`config.mk`:
```
export PLATFORM = sky130hd
export DESIGN_NAME = mem_portb_arbiter
export DESIGN_NICKNAME = d
export VERILOG_FILES = /design/src/rtl/mem_arb_pkg.sv /design/src/rtl/rd_tag_pipe.sv /design/src/rtl/mem_portb_arbiter.sv
export SDC_FILE = /design/constraint.sdc
export NUM_CORES = 1
export LEC_CHECK = 0
export ABC_AREA = 1
export CORE_ASPECT_RATIO = 1.5
export CORE_MARGIN = 2
export CORE_UTILIZATION = 36
export CTS_CLUSTER_SIZE = 16
export DETAILED_ROUTE_END_ITERATION = 10
export GPL_ROUTABILITY_DRIVEN = 1
export HOLD_SLACK_MARGIN = 0.08
export PLACE_DENSITY = 0.93
export SYNTH_ARGS = -nofsm -noshare
export SYNTH_HDL_FRONTEND = slang
export SYNTH_SLANG_ARGS = --single-unit
```
`constraint.sdc`:
```
create_clock -name clk -period 2.4 [get_ports clk]
set_input_delay 0.72 -clock clk [delete_from_list [all_inputs] [get_ports clk]]
set_output_delay 0.72 -clock clk [all_outputs]
set_load 0.03 [all_outputs]
```
`src/rtl/mem_arb_pkg.sv`:
```
// Shared types for the port-B arbiter. DATA_WIDTH normally comes from Constants.vh;
// a 32-bit fallback keeps this slice self-contained. Optional macro: MEM_ARB_RR_EN.
`ifndef DATA_WIDTH
`define DATA_WIDTH 32
`endif

package mem_arb_pkg;

    typedef enum logic {ARB = 1'b0, LOCKED = 1'b1} arb_state_t;
    typedef enum logic {OWN_CPU = 1'b0, OWN_LD = 1'b1} owner_t;

    typedef struct packed {
        logic   valid;
        owner_t owner;
    } rd_tag_t;

    localparam int MEM_ARB_LAT = 2;

    function automatic rd_tag_t make_tag(input logic valid, input owner_t owner);
        rd_tag_t t;
        t.valid = valid;
        t.owner = owner;
        return t;
    endfunction

endpackage

```
`src/rtl/rd_tag_pipe.sv`:
```
// LAT-deep shift register of read tags; the tail lines up with the memory's
// registered read data.
module rd_tag_pipe
    import mem_arb_pkg::*;
#(
    parameter int LAT = MEM_ARB_LAT
) (
    input  logic    clk,
    input  logic    rst,
    input  rd_tag_t tag_in,
    output rd_tag_t tag_out
);

    genvar gi;
    generate
        for (gi = 0; gi < LAT; gi++) begin : g_stage
            rd_tag_t stage_reg;
            if (gi == 0) begin : g_head
                always_ff @(posedge clk) begin
                    if (rst) stage_reg <= '0;
                    else     stage_reg <= tag_in;
                end
            end else begin : g_body
                always_ff @(posedge clk) begin
                    if (rst) stage_reg <= '0;
                    else     stage_reg <= g_stage[gi-1].stage_reg;
                end
            end
        end
    endgenerate

    assign tag_out = g_stage[LAT-1].stage_reg;

endmodule

```
`src/rtl/mem_portb_arbiter.sv`:
```
// Port-B arbiter/sequencer between CPU load/store and UART loader, with loader lock.
// MEM_ARB_RR_EN selects round-robin on ties; otherwise the loader has fixed priority.
module mem_portb_arbiter
    import mem_arb_pkg::*;
#(
    parameter int ADDR_W = 14,
    parameter int LAT    = MEM_ARB_LAT
) (
    input  logic                   clk,
    input  logic                   rst,
    input  logic                   cpu_req,
    input  logic                   cpu_we,
    input  logic [ADDR_W-1:0]      cpu_addr,
    input  logic [`DATA_WIDTH-1:0] cpu_wdata,
    input  logic                   ld_req,
    input  logic                   ld_we,
    input  logic [ADDR_W-1:0]      ld_addr,
    input  logic [`DATA_WIDTH-1:0] ld_wdata,
    input  logic                   ld_lock,
    output logic                   cpu_gnt,
    output logic                   ld_gnt,
    output logic                   cpu_rvalid,
    output logic                   ld_rvalid,
    output logic [`DATA_WIDTH-1:0] cpu_rdata,
    output logic [`DATA_WIDTH-1:0] ld_rdata,
    output logic [ADDR_W-1:0]      mem_addr,
    output logic [`DATA_WIDTH-1:0] mem_wdata,
    output logic                   mem_we,
    input  logic [`DATA_WIDTH-1:0] mem_rdata,
    output logic                   locked
);

    arb_state_t             state_reg, state_next;
    logic                   arb_mode;
    logic                   ld_wins;
    logic [ADDR_W-1:0]      addr_shadow_reg;
    logic [`DATA_WIDTH-1:0] wdata_shadow_reg;
    rd_tag_t                tag_in, tag_tail;

`ifdef MEM_ARB_RR_EN
    owner_t rr_ptr_reg;
`endif

    // The cycle that drops ld_lock is arbitrated as if already back in ARB.
    always_comb begin
        cpu_gnt    = 1'b0;
        ld_gnt     = 1'b0;
        state_next = state_reg;
        arb_mode   = (state_reg == ARB) || !ld_lock;
`ifdef MEM_ARB_RR_EN
        ld_wins    = ld_req && (!cpu_req || (rr_ptr_reg == OWN_LD));
`else
        ld_wins    = ld_req;
`endif
        if (!rst) begin
            if (arb_mode) begin
                ld_gnt  = ld_wins;
                cpu_gnt = cpu_req && !ld_wins;
            end else begin
                ld_gnt  = ld_req;
            end
        end
        if (arb_mode) begin
            state_next = (ld_gnt && ld_lock) ? LOCKED : ARB;
        end
    end

    always_ff @(posedge clk) begin
        if (rst) state_reg <= ARB;
        else     state_reg <= state_next;
    end

`ifdef MEM_ARB_RR_EN
    always_ff @(posedge clk) begin
        if (rst) begin
            rr_ptr_reg <= OWN_CPU;
        end else if (arb_mode && (cpu_gnt || ld_gnt)) begin
            rr_ptr_reg <= cpu_gnt ? OWN_LD : OWN_CPU;
        end
    end
`endif

    always_comb begin
        mem_addr  = addr_shadow_reg;
        mem_wdata = wdata_shadow_reg;
        mem_we    = 1'b0;
        if (ld_gnt) begin
            mem_addr  = ld_addr;
            mem_wdata = ld_wdata;
            mem_we    = ld_we;
        end else if (cpu_gnt) begin
            mem_addr  = cpu_addr;
            mem_wdata = cpu_wdata;
            mem_we    = cpu_we;
        end
    end

    // Shadow keeps the memory address/data stable across idle cycles.
    always_ff @(posedge clk) begin
        if (rst) begin
            addr_shadow_reg  <= '0;
            wdata_shadow_reg <= '0;
        end else begin
            addr_shadow_reg  <= mem_addr;
            wdata_shadow_reg <= mem_wdata;
        end
    end

    assign tag_in = make_tag((cpu_gnt && !cpu_we) || (ld_gnt && !ld_we),
                             ld_gnt ? OWN_LD : OWN_CPU);

    rd_tag_pipe #(.LAT(LAT)) u_rd_tag_pipe (
        .clk     (clk),
        .rst     (rst),
        .tag_in  (tag_in),
        .tag_out (tag_tail)
    );

    assign cpu_rvalid = tag_tail.valid && (tag_tail.owner == OWN_CPU);
    assign ld_rvalid  = tag_tail.valid && (tag_tail.owner == OWN_LD);
    assign cpu_rdata  = cpu_rvalid ? mem_rdata : '0;
    assign ld_rdata   = ld_rvalid  ? mem_rdata : '0;
    assign locked     = (state_reg == LOCKED);

endmodule

```
After elaboration in Yosys (flattened, before gate mapping):

Index checks and enable logic that the tools add are counted.

* output and inout port bits: 116
* logic and storage cells: 34
* bits in registers: 51
* input bits: 131

* multiplexer cells: 13
* reduce and logical (&&, ||, !) cells: 12
* bitwise operators: 2

Operators by type and width (count)
* two-way mux 32 bit: 4
* two-way mux 14 bit: 2
* two-way mux 1 bit: 7
* logical AND 1 bit: 6
* logical NOT 1 bit: 4
* logical OR 1 bit: 2
* NOT 1 bit: 2

Depth between registers and ports, before layout:

* word-level depth: 6
* mapped depth: 9
* depth with buffers taken out: 7

Cells and area by module:

A second synthesis with hierarchy kept.

* cells, all modules: 541
* area, all modules: 3279.4 um2

By module, submodules not included
* mem_portb_arbiter: area an instance 3169.3 um2, instances 1, cells each 529, sequential area each 940.9 um2
* rd_tag_pipe: area an instance 110.1 um2, instances 1, cells each 12, sequential area each 80.1 um2

Worst setup path before layout:

OpenSTA, ideal clock, no wires.

* kind: in2out
* start point: input cpu_req
* end point: output mem_we
* stages: 7
* setup slack: 0.016 ns
* data required time: 1.680 ns
* arrival: 1.664 ns
* buffers on the path: 1
* cell sequence: inv_1 nor2_1 nand3_2 buf_2 inv_1 nand2_1 nand2_1

* longest elaborated chain between the ends: 5

Ends and longest elaborated chain
* start, declared: RTL line mem_portb_arbiter.sv:11 `input logic cpu_req,`
* logical AND 1 bit: RTL line mem_portb_arbiter.sv:58 `cpu_gnt = cpu_req && !ld_wins;`
* two-way mux 1 bit: RTL line mem_portb_arbiter.sv:56 `if (arb_mode) begin`
* two-way mux 1 bit: RTL line mem_portb_arbiter.sv:55 `if (!rst) begin`
* via cpu_gnt: RTL line mem_portb_arbiter.sv:20 `output logic cpu_gnt,`
* two-way mux 1 bit: RTL line mem_portb_arbiter.sv:91 `end else if (cpu_gnt) begin`
* two-way mux 1 bit: RTL line mem_portb_arbiter.sv:87 `if (ld_gnt) begin`
* end, declared: RTL line mem_portb_arbiter.sv:28 `output logic mem_we,`

The timed path passes the listed nets, and every way through them passes these cells.

Worst setup path in the final report:

* start point: input ld_req
* end point: output mem_addr[2]

* longest elaborated chain between the ends: 6
* elaborated cells on any way between the ends: 7
* classes of those cells: 5 x mux; 2 x reduce/logical

Ends and longest elaborated chain
* start, declared: RTL line mem_portb_arbiter.sv:15 `input logic ld_req,`
* logical NOT 1 bit: RTL line mem_portb_arbiter.sv:58
* logical AND 1 bit: RTL line mem_portb_arbiter.sv:58
* two-way mux 1 bit: RTL line mem_portb_arbiter.sv:56
* two-way mux 1 bit: RTL line mem_portb_arbiter.sv:55
* two-way mux 14 bit: RTL line mem_portb_arbiter.sv:91
* two-way mux 14 bit *: RTL line mem_portb_arbiter.sv:87
* end, declared: RTL line mem_portb_arbiter.sv:26 `output logic [ADDR_W-1:0] mem_addr,`

Every way passes the cells marked *; elsewhere a longest branch is shown, timed or not.

==> metrics.txt <==
# TYPE chip_impl_metric gauge
chip_impl_metric{name="totalNegativeSetupSlack",unit="ns"} -7.93
chip_impl_metric{name="worst-slew-pin-transition",unit="ns"} 0.391
chip_impl_metric{name="dp_hpwl",unit="um"} 9990
chip_impl_metric{name="syn_avg_cell_area",unit="um^2"} 5.99
chip_impl_metric{name="cp_max_fo",unit=""} 5
chip_impl_metric{name="grt_first_pass_wirelength",unit="um"} 29700
chip_impl_info{name="rr_endpoint",value="wdata_shadow_reg[11]"} 1
chip_impl_info{name="layout_common_cells",value="buf_4 (142), inv_1 (127), clkdlybuf4s50_1 (127)"} 1
chip_impl_info{name="critical_path.slowest_cell",value="nand4_1"} 1
chip_impl_metric{name="numCtsBuffers",unit=""} 5
chip_impl_metric{name="multi_input_combinational_cell_area",unit="mm^2"} 0.00212
chip_impl_metric{name="critical_path_arrival",unit="ns"} 2.12
chip_impl_info{name="worstSetupPathType",value="input pin to output port"} 1
chip_impl_metric{name="report.power.total",unit="mW"} 3.40
chip_impl_metric{name="dp_worst_setup_slack",unit="ns"} -0.559
chip_impl_metric{name="cpPeakStageDelay",unit="ns"} 0.32
chip_impl_metric{name="initialDrtViolationCount",unit=""} 541
chip_impl_metric{name="timing.fmax",unit="MHz"} 353
chip_impl_metric{name="post-route-cell-area",unit="mm^2"} 0.00805
chip_impl_metric{name="routedWlPerCell",unit="um"} 23.4
chip_impl_info{name="layout_commonest_cell",value="buf_4"} 1
chip_impl_info{name="start_kind",value="input pin"} 1
chip_impl_metric{name="vias_in_the_first_global_route",unit=""} 5638
chip_impl_metric{name="grt_remaining_overflow",unit=""} 0
chip_impl_metric{name="grt_antenna_before_repair",unit=""} 2
chip_impl_info{name="rr_startpoint",value="locked"} 1
chip_impl_metric{name="final_period_minus_worst_setup_slack",unit="ns"} 2.84
chip_impl_metric{name="die_width",unit="um"} 84.2
chip_impl_metric{name="skew",unit="ns"} 0.0183
chip_impl_metric{name="vias_per_cell",unit=""} 5.63
chip_impl_metric{name="clkSinkCount",unit=""} 51
chip_impl_info{name="failed_checks",value="negative setup slack"} 1
chip_impl_info{name="startpoint",value="ld_req"} 1
chip_impl_metric{name="yosys_warnings",unit=""} 0
chip_impl_metric{name="final_min_period_over_clock_period",unit="%"} 118
chip_impl_metric{name="dr.pass1.iters",unit=""} 8
chip_impl_info{name="outcome",value="complete, but fails checks"} 1
chip_impl_metric{name="slew_headroom",unit="%"} 73.8
chip_impl_metric{name="register_area",unit="mm^2"} 0.00102
chip_impl_metric{name="setup_viol",unit=""} 55
chip_impl_metric{name="setup_ws",unit="ns"} -0.436
chip_impl_info{name="hold_path_class",value="flip-flop to flip-flop"} 1
chip_impl_metric{name="drive_gt1_share",unit="%"} 42.1
chip_impl_metric{name="maximum_number_of_pins_on_one_net_before_global_route_repair",unit=""} 30
chip_impl_metric{name="largest_register_ffs",unit=""} 32
chip_impl_metric{name="vias",unit=""} 5834
chip_impl_info{name="end_kind",value="output port"} 1
chip_impl_metric{name="worst_hold_slack",unit="ns"} 0.424
chip_impl_metric{name="timing.reg2reg.worst_path_depth",unit=""} 15
chip_impl_metric{name="vdd.ir_drop.worst",unit="mV"} 0.388
chip_impl_metric{name="htree_levels",unit=""} 2
chip_impl_metric{name="powerDensity",unit="mW/mm^2"} 422
chip_impl_metric{name="power.leakage",unit="nW"} 4.31
chip_impl_metric{name="finalWeightedCongestion",unit=""} 0.909
chip_impl_info{name="tritoncts",value="built"} 1
chip_impl_metric{name="ys_ff_latch",unit=""} 51
chip_impl_metric{name="drc",unit=""} 0
chip_impl_metric{name="area.growth.synth_to_final",unit="%"} 132
chip_impl_metric{name="num_rows",unit=""} 43
chip_impl_metric{name="syn_nets",unit=""} 711
chip_impl_metric{name="synth_cells",unit=""} 580
chip_impl_metric{name="max_cap_viol_count",unit=""} 0
chip_impl_metric{name="register_to_register_setup_slack",unit="ns"} 0.11
chip_impl_info{name="cts_root_buffer",value="clkbuf_16"} 1
chip_impl_metric{name="clock_path_buffers",unit=""} 2
chip_impl_info{name="rsz_0062_raised_after_global_routing",value="yes"} 1
chip_impl_metric{name="worstPathRequired",unit="ns"} 1.68
chip_impl_metric{name="post_synth_num_cell_types",unit=""} 18
chip_impl_metric{name="floorplan.die_area",unit="mm^2"} 0.0105
chip_impl_metric{name="postRouteAntennaNets",unit=""} 0
chip_impl_metric{name="starting_density_of_the_core",unit="%"} 37.3
chip_impl_metric{name="syn_area",unit="mm^2"} 0.00347
chip_impl_info{name="cpMostUsedCell",value="buf_12"} 1
chip_impl_metric{name="worstSkewPairLatency",unit="ns"} 0.31
chip_impl_metric{name="placeableCoreArea",unit="mm^2"} 0.00931
chip_impl_info{name="worstSetupEndpoint",value="mem_addr[2]"} 1
chip_impl_metric{name="grt_util_all_layers",unit="%"} 36.5
chip_impl_metric{name="fillers",unit=""} 403
chip_impl_metric{name="placed_cell_area",unit="mm^2"} 0.00602
chip_impl_metric{name="synth-seq-area-share",unit="%"} 29.4
chip_impl_metric{name="final-hold-violation-count",unit=""} 0
chip_impl_metric{name="cts.clk_slew.worst_paths",unit="ns"} 0.07
chip_impl_metric{name="finalMaxSlewViolations",unit=""} 0
chip_impl_metric{name="floorplan.io_pins",unit=""} 247
chip_impl_metric{name="final_net_count",unit=""} 1054
chip_impl_metric{name="fp.dieH",unit="um"} 124
chip_impl_info{name="crit_path_cell_trace",value="buf_8 > nor2_4 > buf_12 > buf_12 > buf_12 > nand4_1 > nand3_4 > buf_6"} 1
chip_impl_metric{name="port_buffers",unit=""} 246
chip_impl_metric{name="post_route_wl",unit="um"} 24300
## logic make-up after synthesis
logic type,count (synthesis),share of synthesized area (%)
DFF,51,29.4
AOI/OAI and AO/OA,2,0.396
and+or+nand+nor,353,48.0
buffers and inverters,174,22.2
## synthesized netlist by cell type
library cell    n  share of area, %
inv_1         131                14
nand2_1       124                13
nor2_1        115                12
dfxtp_1        51                29
nand4_1        46               8.3
nand3_1        25               3.6
buf_2          23               3.3
nand3_2        22               6.3
nand2_2        20               3.6
buf_6           7               2.3
clkbuf_1        7              0.76
buf_12          2               1.2
inv_2           2              0.22
a21oi_1         1              0.14
buf_1           1              0.11
buf_4           1              0.22
nor2_4          1              0.32
o32ai_1         1              0.25
## critical path, delay by kind of cell
kind          cells  cell delay (ns)
simple gates      3             0.71
buf+inv           5             0.69
## worst min path at each step
| stage | from | endpoint | slack (ns) | depth (start not counted) |
|---|---|---|---|---|
| after detailed placement | u_rd_tag_pipe.g_stage[0].stage_reg[0] | u_rd_tag_pipe.tag_out[0] | 0.40 | 2 |
| after floorplan | u_rd_tag_pipe.g_stage[0].stage_reg[0] | u_rd_tag_pipe.tag_out[0] | 0.39 | 2 |
| after global routing | u_rd_tag_pipe.g_stage[0].stage_reg[0] | u_rd_tag_pipe.tag_out[0] | 0.43 | 2 |
| after CTS | u_rd_tag_pipe.g_stage[0].stage_reg[0] | u_rd_tag_pipe.tag_out[0] | 0.41 | 2 |
| final | u_rd_tag_pipe.g_stage[0].stage_reg[0] | u_rd_tag_pipe.tag_out[0] | 0.42 | 2 |
| after global placement | u_rd_tag_pipe.g_stage[0].stage_reg[0] | u_rd_tag_pipe.tag_out[0] | 0.39 | 2 |
## routing by layer
metal  part of all wire, %  track usage, %  up-vias  wire length [um]
met5                 0.041               0        -                10
met4                    12            28.2        2              2930
met3                    12            10.3      237              3020
met2                    47            66.5      546             11500
met1                    28            33.1     2634              6800
li1                      -               -     2415                 -
## what timing repair did
action | in CTS | in global routing
pin swaps | 24 | 29
hold buffers | 0 | 0
endpoints found under the setup margin | 67 | 88
resized for setup | 141 | 96
hold endpoints to repair | 0 | 0
gates cloned | 20 | 4
buffers inserted | 48 | 22
## power breakdown
group	leakage (nW)	internal, mW	total, mW	switching (mW)
Combinational	3.80	0.767	1.52	0.749
Sequential	0.419	0.898	0.920	0.0220
Clock	0.0911	0.600	0.959	0.359
Total	4.31	2.27	3.40	1.13
## layout make-up
type	count	area share [%]
Sequential cell	51	12.7
Clock buffer	6	1.60
Multi-Input combinational cell	355	26.3
Tap cell	112	1.74
Clock inverter	2	0.746
Inverter	133	6.31
Timing Repair inverter	1	0.0932
Antenna cell	1	0.0311
Timing Repair Buffer	376	50.5
## through the flow
step / utilization (%) / std cells
global route: 86.5 / 1037
detailed placement: 64.7 / 944
finish: 86.5 / 1037
global placement: 64.7 / 944
floorplan: - / 580
CTS: 81.5 / 1019
(Power assumes the default switching activity.)
==> patch 1 (same settings) <==
Add a define of `MEM_ARB_RR_EN`.
--- a/src/rtl/mem_portb_arbiter.sv
+++ b/src/rtl/mem_portb_arbiter.sv
@@ -1,5 +1,7 @@
 // Port-B arbiter/sequencer between CPU load/store and UART loader, with loader lock.
 // MEM_ARB_RR_EN selects round-robin on ties; otherwise the loader has fixed priority.
+`define MEM_ARB_RR_EN
+
 module mem_portb_arbiter
     import mem_arb_pkg::*;
 #(
Function: changed (a bounded check fails within 4 cycles, from zero or initial values and one cycle with rst high).
==> patch 1 against the unedited design <==
  * The flow still finishes with violations (negative setup slack)
  * Total power increased by 5.0%
  * Worst setup slack better by 0.015 ns
  * Largest power group unchanged
  * Synthesized cell count fell by 6.9%
  * Synthesized area is 0.79% lower
  * Routed wire length fell by 15%
  * Cell area increased by 1.1%
  * Die area is 0.76% lower
  * Clock skew down 0.0089 ns
  * Sequential cell count grew 1
  * Largest cell class unchanged
==> patch 1: results (changes against the unedited design) <==
Global route
  – Vias in the first global route: 5068 (-10%)
  – Global Route Usage Sum: 0.324 (-0.0415)
  – Largest net degree at the start of global routing: 33 (+10%)
  – First-pass GRT wire length: 25.9 mm (-13%)

Setup path
  – Max incr delay on CP: 0.19 ns (-0.13 ns)
  – Crit path max-delay family: buffers and inverters
  – WP data arrival: 2.10 ns (-0.02 ns)
  – Reg2Reg Depth: 20 (+5)

Drt
  – DR iter-0 viols: 373 (-31%)
  – WL/cell: 20.5 microns (-12%)
  – Total number of vias: 5260 (-9.8%)
  – Vias/cell: 5.24 (-6.8%)

STA
  – Final WS setup: -0.421 ns (+0.0151 ns)
  – Final-report setup violation count: 52 (-5.5%)
  – Clock Skew: 0.00934 ns (-0.00892 ns)
  – Setup Total Neg Slack: -17.26 ns (-9.33 ns)
  – Worst-Margin Slew: 0.419 ns (+0.0280 ns)

Synthesis
  – Sequential share of the synthesized area: 0.302 (+0.00816)
  – Synth Instances: 540 (-6.9%)
  – Top post-synthesis cells by area: dfxtp_1, nor2_1, nand3_2
  – Compound-Gate Fraction of Synth Area: 0.00618 (+0.00221)
  – Synth top area share: 0.302 (+0.00816)
  – Top post-synthesis cells by count: nor2_1, nand2_1, inv_1
  – Syn nets: 671 (-5.6%)

Layout
  – # fillers: 449 (+11%)
  – Layout cells sized above 1: 0.589 (+0.168)
  – Nets: 1020 (-3.2%)

Pwr
  – Leakage: 0.00415 uW (-3.6%)
  – Max VDD drop: 0.403 mV (+4.1%)

Clocking
  – Clk_lat worst skew: 0.30 ns

Status
  – Failing checks: negative setup slack
  – Status: finished, violations left

Place
  – Placed Cells: 903 (-4.3%)
  – Placer Congestion: 0.825 (-9.3%)
  – DP HPWL: 9.66 mm (-3.3%)
==> patch 1: cell type report <==
type	instances	area, sq um	share of cell area
Antenna cell	1	2.50	0.000307
Clock buffer	8	146	0.0180
Inverter	90	349	0.0429
Multi-Input combinational cell	363	2460	0.302
Sequential cell	52	1040	0.128
Tap cell	112	140	0.0172
Timing Repair Buffer	377	4000	0.492
==> patch 1: cells by family (layout without fill, tap and decap cells) <==
family / count (synthesis) / count (layout)
AO/OA/AOI/OAI: 4 / 4
buffers and inverters: 127 / 475
other: 0 / 1
AND/OR/NAND/NOR: 357 / 359
flip-flops: 52 / 52
==> patch 1: tightest hold or removal path: stages, from the launching register on <==
cell and delay, ns:
dfxtp_1 0.30, inv_1 0.04, nor2_1 0.03
==> patch 1: final timing paths <==
path | slack, ns | to | startpoint
worst min register to register | 0.41 | u_rd_tag_pipe.tag_out[0] | u_rd_tag_pipe.g_stage[0].stage_reg[0]
worst min-delay path | 0.41 | u_rd_tag_pipe.tag_out[0] | u_rd_tag_pipe.g_stage[0].stage_reg[0]
worst max register to register | -0.21 | addr_shadow_reg[11] | locked
worst max-delay path | -0.42 | mem_addr[5] | ld_lock
==> patch 1: routing by layer <==
metal,routed length (microns),share of wire,vias up,GRT usage
li1,-,-,2314,-
met1,6240,0.30,2382,0.306
met2,10500,0.51,401,0.617
met3,1890,0.092,151,0.0994
met4,1850,0.090,12,0.182
met5,78,0.0038,-,0
==> patch 1: where the power goes <==
part	leakage, uW	internal [uW]	switching [uW]
clock	0.0000712	418	339
sequential	0.000428	929	40.7
combinational	0.00365	937	901
==> patch 1: metrics by stage <==
step	cell area, sq um	utilization	total power, uW	worst slack [ns]
finish	8140	0.880	3560	-0.421
global route	8140	0.879	3670	-0.467
CTS	7560	0.817	3280	-0.289
detailed placement	5950	0.643	2130	-0.881
global placement	5950	0.643	2110	-0.857
floorplan	3450	-	1580	-0.0197
==> patch 1: what timing repair did <==
item | CTS | global route
setup buffers | 63 | 15
pin swaps | 40 | 41
hold buffers | 0 | 0
setup endpoints to repair | 49 | 53
gates resized for setup | 220 | 106
gates cloned | 12 | 7
==> patch 2 (same settings) <==
Without the edit above. `MEM_ARB_LAT`: 2 -> 1.
--- a/src/rtl/mem_arb_pkg.sv
+++ b/src/rtl/mem_arb_pkg.sv
@@ -14,7 +14,7 @@
         owner_t owner;
     } rd_tag_t;
 
-    localparam int MEM_ARB_LAT = 2;
+    localparam int MEM_ARB_LAT = 1;
 
     function automatic rd_tag_t make_tag(input logic valid, input owner_t owner);
         rd_tag_t t;
Formal check against the unedited RTL: not equivalent (a bounded check fails within 4 cycles, from zero or initial values and one cycle with rst high).
==> patch 2 against the unedited design <==
  * The run still ends with negative setup slack left
  * Sequential cell count down 2
  * Fmax up 11%
  * Cell area down 4.7%
  * Critical path depth unchanged
  * Routed wire length down 20%
  * Synthesized area down 1.1%
  * Sequential power down 4.1%
  * First-iteration DRC count down 21%
  * Count of clock-buffer cells in the layout down 1
  * Total power down 8.8%
  * Utilization down 3.6 points
  * Critical endpoint is now mem_wdata[24]
  * Worst setup slack better by 0.29 ns
  * Largest cell class unchanged
==> patch 2: results (changes against the unedited design) <==
Global route
  – Largest net degree at the start of global routing: 48 (+60%)
  – Global Route Usage Sum: 0.302 (-0.0634)
  – Vias in the first global route: 4858 (-14%)
  – Grt met1 use: 0.317 (-0.0132)
  – Initial antenna violation count: 0 (-2)

Setup path
  – WP data arrival: 1.83 ns (-0.29 ns)
  – Max incr delay on CP: 0.18 ns (-0.14 ns)
  – Critical path fanouts, max: 7 (+2)
  – FF-to-FF End: addr_shadow_reg[3]

STA
  – Final-report setup violation count: 45 (-18%)
  – Clock Skew: 0.0116 ns (-0.00662 ns)
  – Final WS setup: -0.148 ns (+0.288 ns)
  – Fin Hold WS: 0.651 ns (+0.226 ns)

Synthesis
  – Syn nets: 705 (-0.84%)
  – Synth Area per Inst: 5.98 sq um (about the same)
  – Sequential share of the synthesized area: 0.286 (-0.00834)
  – Top post-synthesis cells by count: inv_1, nand2_1, nor2_1

Layout
  – Final std cells w/o fill: 1007 (-2.9%)
  – # diodes: 0 (-1)
  – # fillers: 471 (+17%)

Drt
  – DRT Pass-1 Iters: 5 (-3)
  – Top Layer Used: met4
  – WL/cell: 19.3 microns (-18%)
  – Vias/cell: 5.21 (-7.3%)
  – WL met2: 10.0 mm (-13%)
  – DR WL met3: 1.52 mm (-49%)

Place
  – DP HPWL: 9.31 mm (-6.9%)
  – Placer Congestion: 0.844 (-7.1%)
  – Dpl ws: -0.469 ns (+0.0895 ns)

Pwr
  – Clock power share: 0.236 (-0.046)
  – Sequential power: 882 uW (-4.1%)
  – Total power: 3100 uW (-8.8%)
  – Internal power: 2010 uW (-11%)
  – Max VDD drop: 0.363 mV (-6.5%)

Status
  – Failing checks: negative setup slack
  – Status: finished, violations left

Die
  – Initial core utilization: 0.371 (-0.00202)

Hold path
  – Hold endpoint: wdata_shadow_reg[16]
  – Min-delay src: wdata_shadow_reg[16]
  – Hold path depth: 6 (+4)
-- patch 2: cell count changes after synthesis --
cell      before  now
buf_4          1    6
buf_2         23   19
nor2_1       115  112
dfxtp_1       51   49
inv_1        131  129
clkbuf_1       7    6
nor2_2         0    1
-- patch 2: worst max-delay path, delay by kind of cell --
family | cells | cell delay (ns)
buffers and inverters | 5 | 0.63
and+or+nand+nor | 3 | 0.47
-- patch 2: metrics by stage --
step	setup TNS [ns]	area (sq um)
after detailed placement	-20.86	6050
final	-3.44	7680
after floorplan	0	3430
after CTS	-0.450	7350
after global routing	-5.16	7680
after global placement	-20.20	6050
-- patch 2: cells by family (layout without fill, tap and decap cells) --
kind of cell           count (synthesis)  in the layout  synth area share
buffers and inverters                172            493             0.226
AO/OA/AOI/OAI                          2              2           0.00401
AND/OR/NAND/NOR                      351            351             0.484
flip-flops                            49             49             0.286
-- patch 2: worst max path at each step --
stage,startpoint,to,cells after the start
2_1_floorplan,cpu_req,mem_we,7
3_3_place_gp,ld_req,mem_addr[13],8
3_5_place_dp,ld_req,mem_wdata[29],8
4_1_cts,cpu_req,mem_wdata[26],9
5_1_grt,ld_req,mem_wdata[30],8
6_report,ld_req,mem_wdata[24],8
-- patch 2: cell type report --
| type | instances | area, sq um | area share |
|---|---|---|---|
| clock buffer | 5 | 125 | 0.0163 |
| tap | 112 | 140 | 0.0183 |
| multi-input combinational | 353 | 2190 | 0.286 |
| timing repair buffer | 353 | 3700 | 0.482 |
| clock inverter | 3 | 22.5 | 0.00293 |
| inverter | 131 | 505 | 0.0659 |
| timing repair inverter | 1 | 5.00 | 0.000652 |
| sequential | 49 | 981 | 0.128 |
-- patch 2: repair_timing --
item                                    CTS  global route
resized for setup                       163            55
pin swaps                                22            28
endpoints found under the setup margin   49            64
gates cloned                             13             4
setup buffers                            28            18
